**src/rtl/accel_display_sampler_pkg.sv**
```systemverilog
// Shared display limits and sampler FSM states for the accelerometer display path.
package accel_disp_pkg;

  localparam int DISP_W   = 10;
  localparam int DISP_MAX = 511;
  localparam int DISP_MIN = -511;

  typedef enum logic [1:0] {
    EMPTY  = 2'd0,
    COMMIT = 2'd1,
    VALID  = 2'd2,
    STALE  = 2'd3
  } state_t;

endpackage

```
**src/rtl/accel_display_sampler_if.sv**
```systemverilog
// Sample handshake plus converter-facing display signals of the accelerometer sampler.
interface accel_display_sampler_if #(
  parameter int IN_W = 16
);
  import accel_disp_pkg::*;

  logic              sample_valid;
  logic [IN_W-1:0]   sample_data;
  logic              sample_ready;
  logic              hold;
  logic [DISP_W-1:0] bin;
  logic              nothing;
  logic              update;

  modport master (
    output sample_valid, sample_data, hold,
    input  sample_ready, bin, nothing, update
  );

  modport slave (
    input  sample_valid, sample_data, hold,
    output sample_ready, bin, nothing, update
  );

endinterface

```
**src/rtl/accel_display_sampler_tick_divider.sv**
```systemverilog
// Free-running 0..DIV-1 counter producing a one-cycle tick at terminal count.
module tick_divider #(
  parameter int unsigned DIV = 16
) (
  input  logic clk,
  input  logic reset,
  output logic o_tick
);

  localparam int unsigned CW = (DIV > 1) ? $clog2(DIV) : 1;

  logic [CW-1:0] r_cnt;

  always_ff @(posedge clk or posedge reset) begin
    if (reset)                       r_cnt <= '0;
    else if (r_cnt == CW'(DIV - 1))  r_cnt <= '0;
    else                             r_cnt <= r_cnt + 1'b1;
  end

  assign o_tick = (r_cnt == CW'(DIV - 1));

endmodule

```
**src/rtl/accel_display_sampler.sv**
```systemverilog
// Block-averages signed samples, saturates to a symmetric 10-bit display value and
// reloads it at the refresh rate; flags "nothing" while no fresh average exists.
module accel_display_sampler
  import accel_disp_pkg::*;
#(
  parameter int          IN_W        = 16,
  parameter int          AVG_LOG2    = 3,
  parameter int unsigned REFRESH_DIV = 12_500_000,
  parameter int unsigned TIMEOUT_CYC = 5_000_000
) (
  input logic                    clk,
  input logic                    reset,
  accel_display_sampler_if.slave bus
);

  localparam int ACC_W = IN_W + AVG_LOG2;
  localparam int TO_W  = $clog2(TIMEOUT_CYC + 1);

  state_t                   r_state, w_state_nxt;
  logic signed [ACC_W-1:0]  r_acc, r_avg, w_sum;
  logic signed [IN_W-1:0]   w_sample;
  logic [AVG_LOG2-1:0]      r_cnt;
  logic [TO_W-1:0]          r_to;
  logic                     r_ready, r_nothing, r_update;
  logic [DISP_W-1:0]        r_bin, w_clamped;
  logic                     w_accept, w_done, w_timeout, w_tick;

  tick_divider #(.DIV(REFRESH_DIV)) u_refresh (
    .clk    (clk),
    .reset  (reset),
    .o_tick (w_tick)
  );

  assign w_sample  = bus.sample_data;
  assign w_accept  = bus.sample_valid & r_ready;
  assign w_sum     = r_acc + ACC_W'(w_sample);
  assign w_done    = w_accept && (r_cnt == '1);
  // An accept in the timeout cycle clears the counter, so it suppresses the timeout.
  assign w_timeout = !w_accept && (r_to == TO_W'(TIMEOUT_CYC - 1));

  always_comb begin
    w_state_nxt = r_state;
    case (r_state)
      EMPTY:   if (w_done) w_state_nxt = COMMIT;
      COMMIT:  w_state_nxt = VALID;
      VALID:   if (w_done) w_state_nxt = COMMIT;
               else if (w_timeout) w_state_nxt = STALE;
      STALE:   if (w_done) w_state_nxt = COMMIT;
      default: w_state_nxt = EMPTY;
    endcase
  end

  always_comb begin
    w_clamped = r_avg[DISP_W-1:0];
    if (r_avg > $signed(ACC_W'(DISP_MAX)))      w_clamped = DISP_W'(DISP_MAX);
    else if (r_avg < $signed(ACC_W'(DISP_MIN))) w_clamped = DISP_W'(DISP_MIN);
  end

  always_ff @(posedge clk or posedge reset) begin
    if (reset) begin
      r_state   <= EMPTY;
      r_acc     <= '0;
      r_avg     <= '0;
      r_cnt     <= '0;
      r_to      <= '0;
      r_ready   <= 1'b0;
      r_bin     <= '0;
      r_nothing <= 1'b1;
      r_update  <= 1'b0;
    end else begin
      r_state <= w_state_nxt;
      r_ready <= (w_state_nxt != COMMIT);

      if (w_accept)                     r_to <= '0;
      else if (r_to != TO_W'(TIMEOUT_CYC)) r_to <= r_to + 1'b1;

      if (w_done || w_timeout) begin
        r_acc <= '0;
        r_cnt <= '0;
      end else if (w_accept) begin
        r_acc <= w_sum;
        r_cnt <= r_cnt + 1'b1;
      end

      if (w_done) r_avg <= w_sum >>> AVG_LOG2;

      r_update <= 1'b0;
      if (w_tick && !bus.hold) begin
        r_bin     <= w_clamped;
        r_nothing <= (r_state == EMPTY) || (r_state == STALE);
        r_update  <= 1'b1;
      end
    end
  end

  assign bus.sample_ready = r_ready;
  assign bus.bin          = r_bin;
  assign bus.nothing      = r_nothing;
  assign bus.update       = r_update;

endmodule
```
**src/flat_wrapper.sv**
```systemverilog
// flat-port wrapper written by rule: the top's interface ports become plain ports
module accel_display_sampler_flat import accel_disp_pkg::*;
#(
  parameter int          IN_W        = 16,
  parameter int          AVG_LOG2    = 3,
  parameter int unsigned REFRESH_DIV = 12_500_000,
  parameter int unsigned TIMEOUT_CYC = 5_000_000
)
  (clk, reset, bus_sample_valid, bus_sample_data, bus_hold, bus_sample_ready, bus_bin, bus_nothing, bus_update);
  accel_display_sampler_if #(.IN_W(IN_W)) bus_i ();
  input logic clk;
  input logic reset;
  input wire logic [$bits(bus_i.sample_valid)-1:0] bus_sample_valid;
  input wire logic [$bits(bus_i.sample_data)-1:0] bus_sample_data;
  input wire logic [$bits(bus_i.hold)-1:0] bus_hold;
  output wire logic [$bits(bus_i.sample_ready)-1:0] bus_sample_ready;
  output wire logic [$bits(bus_i.bin)-1:0] bus_bin;
  output wire logic [$bits(bus_i.nothing)-1:0] bus_nothing;
  output wire logic [$bits(bus_i.update)-1:0] bus_update;
  assign bus_i.sample_valid = bus_sample_valid;
  assign bus_i.sample_data = bus_sample_data;
  assign bus_i.hold = bus_hold;
  assign bus_sample_ready = bus_i.sample_ready;
  assign bus_bin = bus_i.bin;
  assign bus_nothing = bus_i.nothing;
  assign bus_update = bus_i.update;
  accel_display_sampler #(.IN_W(IN_W), .AVG_LOG2(AVG_LOG2), .REFRESH_DIV(REFRESH_DIV), .TIMEOUT_CYC(TIMEOUT_CYC)) u_core (.clk(clk), .reset(reset), .bus(bus_i));
endmodule
```
**config.mk**
```make
export PLATFORM = sky130hd
export DESIGN_NAME = accel_display_sampler_flat
export DESIGN_NICKNAME = d
export VERILOG_FILES = /design/src/rtl/accel_display_sampler_pkg.sv /design/src/rtl/accel_display_sampler_if.sv /design/src/rtl/accel_display_sampler_tick_divider.sv /design/src/rtl/accel_display_sampler.sv /design/src/flat_wrapper.sv
export SDC_FILE = /design/constraint.sdc
export NUM_CORES = 1
export LEC_CHECK = 0
export CAP_MARGIN = 20
export CORE_MARGIN = 3
export CORE_UTILIZATION = 60
export DETAILED_ROUTE_END_ITERATION = 10
export PLACE_DENSITY = 0.8
export SYNTH_ARGS = -nofsm -noshare
export SYNTH_HDL_FRONTEND = slang
export SYNTH_SLANG_ARGS = --single-unit
export TNS_END_PERCENT = 100
```
**constraint.sdc**
```tcl
create_clock -name clk -period 6.03 [get_ports clk]
set_clock_uncertainty 0.15 [all_clocks]
set_input_delay 1.206 -clock clk [delete_from_list [all_inputs] [get_ports clk]]
set_output_delay 1.206 -clock clk [all_outputs]
set_load 0.005 [all_outputs]
```
# Word level (Yosys, flattened, before mapping)
# Cells that the tools add are included.
[totals] reg_bits=100 latchBits=0 ramBits=0 mem_bits_ro=0 inputBits=20 elab_cells=50 mem_count=0
[classes] addsub=4 multipliers=0 div=0 order_cmp=2 eq_ne=8 shift=0 n_mux=14 n_bitwise=1 n_reduce_logical=11
[op_table] op="2-to-1 mux 23 bit" count=2
[op_table] op="2-to-1 mux 19 bit" count=2
[op_table] op="adder 24 x 1 -> 24 bit, second input constant" count=1
[op_table] op="equality test 24 bit, second input constant" count=1
[op_table] op="2-to-1 mux 24 bit" count=1
[op_table] op="adder 23 x 1 -> 23 bit, second input constant" count=1
[op_table] op="equality test 23 bit, second input constant" count=1
[op_table] op="!= test 23 bit, second input constant" count=1
[op_table] op="2-to-1 mux 10 bit" count=2
[op_table] op="adder 19 x 16 -> 19 bit" count=1
[op_table] op="> comparator 16 x 10 -> 1 bit, second input constant" count=1
[op_table] op="< comparator 16 x 10 -> 1 bit, second input constant" count=1
[op_table] op="2-to-1 mux 2 bit" count=3
[op_table] op="2-to-1 mux 3 bit" count=2
[op_table] op="one-hot mux 2 bit (3 select lines)" count=1
[op_table] op="equality test 2 bit, second input constant" count=2
[op_table] op="nonzero test 2 bit" count=2
[op_table] op="adder 3 x 1 -> 3 bit, second input constant" count=1
[op_table] op="equality test 3 bit, second input constant" count=1
[op_table] op="logical AND 1 bit" count=3
[op_table] op="equality test 2 x 1 -> 1 bit, second input constant" count=1
[op_table] op="logical NOT 1 bit" count=2
[op_table] op="logical NOT 2 bit" count=1
[op_table] op="logical OR 1 bit" count=2
[op_table] op="other kinds (4)" count=4

# Longest topological paths before layout
# Gate-level depths: netlist of run 1.
[depth] word_depth=7 ltp_mapped=8 ltp_nobuf=8

# Modules after synthesis
# A second synthesis of run 1 with hierarchy kept.
[unflattened] cells_unflattened=566 hier_area_um2=5484.0
[by_module_without_submodules] mod="accel_display_sampler" n_inst=1 cells_per_inst=445 area_each_um2=4256.6 seq_area_each_um2=1903.1
[by_module_without_submodules] mod="tick_divider" n_inst=1 cells_per_inst=121 area_each_um2=1227.4 seq_area_each_um2=600.6

# Worst setup path after synthesis of run 1
# Ideal clock, no wire load.
[synth_path] kind="input-to-reg" start="input bus_sample_data[0]" end="register u_core.r_acc[18]" arrival_time_ns=2.972 required_time_ns=5.800 setup_slack_ns=2.827 path_stages=8 path_buffers=0 path_cell_list="ha_1 > fa_1 > a21o_4 > nand4_4 > a2111oi_4 > o31ai_1 > or4b_4 > o211ai_2"
[synth_between] elab_chain_len=3
[synth_rtl] element="start: declaration" line="flat_wrapper.sv:14" rtl="input wire logic [$bits(bus_i.sample_data)-1:0] bus_sample_data;"
[synth_rtl] element="adder 19 x 16 -> 19 bit" line="accel_display_sampler.sv:36" rtl="assign w_sum = r_acc + ACC_W'(w_sample);"
[synth_rtl] element="2-to-1 mux 19 bit" line="accel_display_sampler.sv:80" rtl="end else if (w_accept) begin"
[synth_rtl] element="2-to-1 mux 19 bit" line="accel_display_sampler.sv:77" rtl="if (w_done || w_timeout) begin"
[synth_rtl] element="end signal: assignment" line="accel_display_sampler.sv:81" rtl="r_acc <= w_sum;"
[synth_rtl] element="end: declaration" line="accel_display_sampler.sv:20" rtl="logic signed [ACC_W-1:0] r_acc, r_avg, w_sum;"
# No other way between the ends. The select of a mux whose other input is x is not followed.
# A chain may end at the register's enable or synchronous reset.

# Worst setup path after layout of run 1
[layout_path] start="input bus_sample_data[15]" end="register, netlist name u_core.r_avg[15]"
[layout_between] elab_chain_len=1
[layout_rtl] element="adder 19 x 16 -> 19 bit" line="accel_display_sampler.sv:36"
# No other way between the ends.

==> results of run 1 <==
-- placed cells by master, fill, tap and decap left out, types with 4 or more instances in the layout --
cell type,netlist,final
dfrtp_1,99,99
nor2_1,66,66
nand2_1,47,47
clkdlybuf4s50_1,0,32
xor2_1,27,27
a21oi_1,26,26
nand3_1,25,25
o21ai_0,25,25
ha_1,25,25
xnor2_1,24,24
nand4_1,18,18
nor3_1,12,12
a22o_1,12,12
or3_1,10,10
inv_1,11,10
mux2_4,9,9
mux2_2,9,9
clkbuf_8,0,9
a21o_1,8,8
and3_1,7,7
nor4_1,7,7
nand2b_1,5,5
o21bai_1,5,5
nor4b_1,4,4
o31ai_1,4,4
nor2b_1,4,4
-- how the worst max path moves through the flow --
stage	startpoint	endpoint	slack, ns
4_1_cts	bus_sample_data[15]	u_core.r_avg[15]$_DFFE_PP0P_	2.54
6_report	bus_sample_data[15]	u_core.r_avg[15]$_DFFE_PP0P_	2.54
2_1_floorplan	reset	u_core.bus.bin[0]$_DFFE_PP0P_	2.06
5_1_grt	bus_sample_valid	u_core.r_acc[18]$_DFFE_PP0P_	2.41
3_5_place_dp	bus_sample_data[15]	u_core.r_avg[15]$_DFFE_PP0P_	2.15
3_3_place_gp	bus_sample_valid	u_core.r_acc[18]$_DFFE_PP0P_	2.23
-- area by class of cell --
cell class | instances | area [µm²] | area share, %
multi-input combinational | 418 | 2890 | 47.1
sequential | 100 | 2500 | 40.8
timing repair buffer | 35 | 343 | 5.58
tap | 108 | 135 | 2.20
clock buffer | 9 | 124 | 2.02
clock inverter | 7 | 95.1 | 1.55
inverter | 11 | 43.8 | 0.713
-- state kept, by name, summed over array words and instances (netlist names) --
name and cells:
u_core.u_refresh.r_cnt 24, u_core.r_to 23, u_core.r_acc 19, u_core.r_avg 16, u_core.bus.bin 10, u_core.r_cnt 3, u_core.r_state 2, u_core.bus.nothing 1
u_core.bus.sample_ready 1, u_core.bus.update 1
-- Yosys cell counts (all sizes together) (2+ instances only) --
master | n | area, µm²
nor2b | 4 | 25.0
nand2 | 47 | 176
nor3 | 14 | 86.3
clkbuf | 14 | 52.6
a31oi | 3 | 18.8
a31o | 2 | 17.5
and3 | 7 | 43.8
o31ai | 4 | 30.0
or3 | 10 | 62.6
a211oi | 2 | 15.0
nor3b | 2 | 15.0
a21oi | 27 | 146
nor4 | 10 | 90.1
mux2 | 18 | 236
nor4b | 5 | 50.0
buf | 7 | 53.8
nand4 | 19 | 134
nor2 | 66 | 248
nand2b | 5 | 31.3
and4 | 2 | 17.5
inv | 11 | 41.3
mux2i | 3 | 30.0
ha | 25 | 313
dfrtp | 99 | 2480
xor2 | 27 | 236
o21a | 3 | 22.5
a22o | 12 | 105
or4b | 2 | 27.5
o21ai | 25 | 125
o21bai | 5 | 37.5
a21o | 9 | 75.1
nand3 | 25 | 125
xnor2 | 24 | 210
-- power by group through the flow --
stage	sequential [W]	combinational [W]	clock (W)
after global placement	0.000913	0.000893	0
after detailed placement	0.000918	0.000932	0
after floorplan	0.000888	0.000751	0
after CTS	0.000909	0.000938	0.000473
final	0.000912	0.000944	0.000462
after global routing	0.000925	0.00106	0.000504
-- critical path: cells and delay by family --
| kind | cells | cell delay (ns) |
|---|---|---|
| and+or+nand+nor | 1 | 0.26 |
| adders and majority gates | 1 | 0.46 |
| muxes | 1 | 0.27 |
| buffers and inverters | 1 | 0.57 |
| AOI/OAI and AO/OA | 3 | 0.59 |
| xor gates and xnor gates | 1 | 0.25 |
-- cell families (layout without fill, tap and decap cells) --
| family | after synthesis | count (layout) | synth area share (%) |
|---|---|---|---|
| compound gates | 98 | 98 | 12.1 |
| xor+xnor | 52 | 52 | 8.46 |
| buf+inv | 32 | 62 | 2.66 |
| simple gates | 221 | 221 | 20.8 |
| flops | 100 | 100 | 45.1 |
| fa+ha+maj | 26 | 26 | 6.00 |
| mux | 21 | 21 | 4.81 |
-- metal layers --
metal	wire [µm]	up-vias
li1	-	2004
met1	5380	2061
met2	5500	89
met3	445	6
met4	74	0
met5	0	-
-- stage by stage --
step / utilization [%] / hold WS [ns]
finish: 69.4 / 0.358
global route: 69.4 / 0.379
CTS: 69.4 / 0.363
detailed placement: 66.9 / 0.336
global placement: 66.9 / 0.326
floorplan: - / 0.303
==> flow_summary.yaml, run 1 <==
worst_setup_path:
  reg2reg_depth: 5
  start_kind: "input pin"
  regToRegStartpoint: "u_core.u_refresh.r_cnt[0]$_DFF_PP0_"
  r2r_slack_ns: 3.15
  reg2reg_to: "u_core.bus.bin[9]$_DFFE_PP0P_"
  end_kind: "flop"
  crit_chain: "clkdlybuf4s50_1 > ha_1 > a21o_1 > a21o_1 > a21o_1 > nor3_2 > xnor3_1 > mux2_2"
  cpMaxStageDelayCell: "clkdlybuf4s50_1"
  worst_path_most_repeated_cell: "a21o_1"
  cp.required_ns: 6.14
  worstSetupPathType: "in2reg"
  path_max_fanout: 8
  slowest_delay_ns: 0.57
  critPathArrivalTime_ns: 3.60
die:
  dieWidth_um: 102
  initial_core_util_pct: 62.7
  rows: 34
  core_area_um2: 8850
  ioPinCount: 33
  die-area_um2: 10400
  die_y_um: 102
sta:
  worst_slack_ns: 2.54
  setup_viol: 0
  hold_viol: 0
  max_freq_mhz: 286
  post-route-period-util_pct: 57.9
  fin_crit_ns: 3.49
  relSlewSlack_pct: 37.4
  tightest_slew_ns: 0.938
  slew_viol_final: 0
  tns_ns: 0
  rsz0062_at_grt: "no"
routing:
  post-route-drc-count: 0
  wl_per_cell_um: 16.6
  drtAntennaViolNets: 0
  first_pass_iters: 4
  vias: 4160
  via_per_inst: 6.05
  drt-initial-drc-count: 280
  totalWireLength_mm: 11.4
cts:
  cts_tree: "done"
  clk_pin_slew_ns: 0.11
  clock_latency_ns: 0.37
  cts_resized: 0
  htree_levels: 3
  cts_setup_buffers: 0
  ctsHoldBuffers: 0
  cts_made_buffers: 9
  cts.sink_count: 100
  cts_buffer_depth: 2
  clockRootBuffer: "clkbuf_8"
placement:
  place_area_um2: 5920
  dpl_worst_slack_ns: 2.15
  port_buffers: 32
  place_congestion: 0.959
  dp_hpwl_mm: 8.07
  dp_cells: 672
worst_hold_path:
  hold_path_end: "u_core.r_acc[11]$_DFFE_PP0P_"
  hold_depth: 2
  hold_start: "u_core.r_acc[11]$_DFFE_PP0P_"
  hold_path.class: "reg2reg"
pwr:
  p_leak_nw: 2.76
  switching_share_pct: 38.8
  comb_power_share_pct: 40.7
  seqPwrFrac_pct: 39.3
  clkPwrFrac_pct: 20.0
  power.density_nw_per_um2: 378
  internal_power_w: 0.00142
  ir_drop_mv: 0.240
  fin_total_pwr_w: 0.00232
  p_switching_w: 0.000899
global_routing:
  antenna_found_initial: 0
  grt_use_met2_pct: 37.9
  grt_use_met3_pct: 4.37
  grt_max_degree: 67
  grt_usage_pct: 23.3
  grt_pass1_wl_mm: 19.4
  grt.overflow.total: 0
  first_global_vias: 4069
  busiest_layer: "met2"
  globalRouteMet1Util_pct: 33.0
yosys:
  async_flop_share_pct: 100
  syn-instance-count: 550
  yosysUniqueCellTypes: 58
  yosys_register_bits: 100
  syn_area_per_cell_um2: 10.1
  synth-edff-count: 0
  ys.warnings.count: 0
  synth_area_um2: 5550
  yosys_most_used_dff: "dfrtp_1"
  seq_area_frac_synth_pct: 45.1
  syn_nets: 596
final_layout:
  antenna_cells: 0
  layoutNonFillerInstCount: 688
  layout.nets: 621
  areaGrowthSynthToFinish_pct: 10.7
  nFillCells: 689
  design_area_um2: 6140
  drive_gt1_share_pct: 9.31
run:
  drv_cap: 0
outcome:
  status: "finished clean"
Power figures use the tool's default switching activity.
==> run 2: changes to the inputs <==
--- a/config.mk
+++ b/config.mk
@@ -7,9 +7,9 @@
 export LEC_CHECK = 0
 export CAP_MARGIN = 20
 export CORE_MARGIN = 3
-export CORE_UTILIZATION = 60
+export CORE_UTILIZATION = 54
 export DETAILED_ROUTE_END_ITERATION = 10
-export PLACE_DENSITY = 0.8
+export PLACE_DENSITY = 0.76
 export SYNTH_ARGS = -nofsm -noshare
 export SYNTH_HDL_FRONTEND = slang
 export SYNTH_SLANG_ARGS = --single-unit
==> constraint.sdc (replaced) <==
create_clock -name clk -period 3 [get_ports clk]
set_clock_uncertainty 0.15 [all_clocks]
set_input_delay 0.6 -clock clk [delete_from_list [all_inputs] [get_ports clk]]
set_output_delay 0.6 -clock clk [all_outputs]
set_load 0.005 [all_outputs]
==> run 2 against run 1 <==
- via count is 3.6% higher
- hold slack worse by 0.0050 ns
- critical path depth is 1 higher
- final area is 5.2% higher
- final cell count is 8.7% higher
- critical path type unchanged
- clock power is 100% higher
- routed wire length is 3.4% higher
- register-to-register slack worse by 2.7 ns
- combinational power is 130% higher
- first-iteration DRC count is 26% lower
==> flow_summary.yaml, run 2 (synthesis results as in run 1) <==
final_layout:
  final_cell_mix: "99 x dfrtp_1, 66 x nor2_1, 47 x nand2_1, 36 x buf_4, 32 x clkdlybuf4s50_1"
  largest_reg_flops: 24
  final_common_cell: "dfrtp_1"
  drive_gt1_share_pct: 14.5
  multiInputGateArea_um2: 2890
  regArea_um2: 2500
  layout.nets: 656
  design_area_um2: 6460
  nFillCells: 784
  antenna_cells: 0
  fin_util_pct: 65.4
  top_regs: "u_core.u_refresh.r_cnt x24, u_core.r_to x23, u_core.r_acc x19"
  regMostFlops: "u_core.u_refresh.r_cnt"
  layoutNonFillerInstCount: 748
  areaGrowthSynthToFinish_pct: 16.4
placement:
  dpl_worst_slack_ns: -0.197
  dp_cells: 732
  dp_hpwl_mm: 8.59
  place_area_um2: 6240
  port_buffers: 32
  place_congestion: 0.947
die:
  die_y_um: 107
  initial_core_util_pct: 56.2
  ioPinCount: 33
  die-area_um2: 11500
  rows: 36
  core_area_um2: 9860
  dieWidth_um: 107
cts:
  cts.sink_count: 100
  htree_levels: 3
  clk_pin_slew_ns: 0.10
  cts_tree: "done"
  cts_resized: 0
  cts_buffer_depth: 2
  clock_latency_ns: 0.37
  cts_setup_buffers: 0
  clockRootBuffer: "clkbuf_8"
  cts_made_buffers: 9
  ctsHoldBuffers: 0
sta:
  tightest_slew_ns: 0.762
  hold_viol: 0
  post-route-period-util_pct: 94.3
  worst_slack_ns: 0.172
  relSlewSlack_pct: 49.2
  fin_crit_ns: 2.83
  rsz0062_at_grt: "no"
  setup_viol: 0
  slew_viol_final: 0
  max_freq_mhz: 354
routing:
  first_pass_iters: 5
  via_per_inst: 5.76
  totalWireLength_mm: 11.8
  wl_per_cell_um: 15.8
  drtAntennaViolNets: 0
  vias: 4311
  drt-initial-drc-count: 207
  post-route-drc-count: 0
pwr:
  p_switching_w: 0.00183
  fin_total_pwr_w: 0.00492
  clkPwrFrac_pct: 18.9
  ir_drop_mv: 0.476
  comb_power_share_pct: 44.0
  power.density_nw_per_um2: 763
  switching_share_pct: 37.3
  seqPwrFrac_pct: 37.1
  p_leak_nw: 2.93
  internal_power_w: 0.00309
worst_setup_path:
  critPathArrivalTime_ns: 2.98
  end_kind: "flop"
  start_kind: "input pin"
  slowest_delay_ns: 0.52
  crit_chain: "clkdlybuf4s50_1 > ha_1 > fa_1 > a21o_4 > nand4_4 > a2111oi_4 > nor4_2 > or4b_4 > o211ai_2"
  worstSetupPathType: "in2reg"
  critPathTopFamily: "compound AO/OA/AOI/OAI gates"
  crit_buf_inv: 1
  cpMaxStageDelayCell: "or4b_4"
  path_max_fanout: 3
  cp.required_ns: 3.15
global_routing:
  grt.overflow.total: 0
  antenna_found_initial: 0
  grt_usage_pct: 22.1
  grt_max_degree: 45
  first_global_vias: 4332
  grt_pass1_wl_mm: 20.3
outcome:
  status: "finished clean"
worst_hold_path:
  hold_path.class: "reg2reg"
run:
  drv_cap: 0
-- run 2: changes by cell type in the layout (fill, tap and decap cells not counted), sizes merged --
cell,delta
inv,+1
clkbuf,+1
buf,+35
clkinv,-3
clkinvlp,+1
-- run 2: power groups by stage --
stage / combinational (W) / sequential [W] / clock, W
CTS: 0.00216 / 0.00182 / 0.000953
detailed placement: 0.00214 / 0.00185 / 0
floorplan: 0.00151 / 0.00178 / 0
global route: 0.00241 / 0.00186 / 0.00101
global placement: 0.00207 / 0.00183 / 0
finish: 0.00217 / 0.00183 / 0.000930
-- run 2: worst min-delay path, cell delays in order, from the launching register on --
cell and delay (ns):
dfrtp_1 0.36, a21oi_1 0.06, nand2_1 0.06
-- run 2: path summary, 6_finish.rpt --
kind | start | to | slack, ns | cells after the start
worst max-delay path | bus_sample_data[0] | u_core.r_acc[18]$_DFFE_PP0P_ | 0.17 | 9
worst min-delay path | u_core.r_acc[14]$_DFFE_PP0P_ | u_core.r_acc[14]$_DFFE_PP0P_ | 0.35 | 2
worst max register to register | u_core.r_acc[0]$_DFFE_PP0P_ | u_core.r_acc[18]$_DFFE_PP0P_ | 0.46 | 8
worst min register to register | u_core.r_acc[14]$_DFFE_PP0P_ | u_core.r_acc[14]$_DFFE_PP0P_ | 0.35 | 2
max in group asynchronous | reset | u_core.r_avg[0]$_DFFE_PP0P_ | 1.65 | 3
min in group asynchronous | reset | u_core.u_refresh.r_cnt[19]$_DFF_PP0_ | 0.46 | 2
-- run 2: through the flow --
step,hold slack (ns),setup TNS (ns)
final,0.353,0
after global placement,0.318,-0.236
after global routing,0.376,0
after detailed placement,0.336,-0.790
after CTS,0.351,0
after floorplan,0.303,0
-- run 2: area by class of cell --
cell class,count,area share [%]
tap,133,2.58
clock inverter,6,1.22
multi-input combinational,418,44.8
timing repair buffer,70,9.77
clock buffer,10,2.13
inverter,11,0.698
sequential,100,38.8
-- run 2: layer usage --
metal,part of all wire (%),global-route usage (%)
met3,4.5,5.52
met4,1.3,6.76
met5,0,0
met1,46,29.7
met2,48,35.3
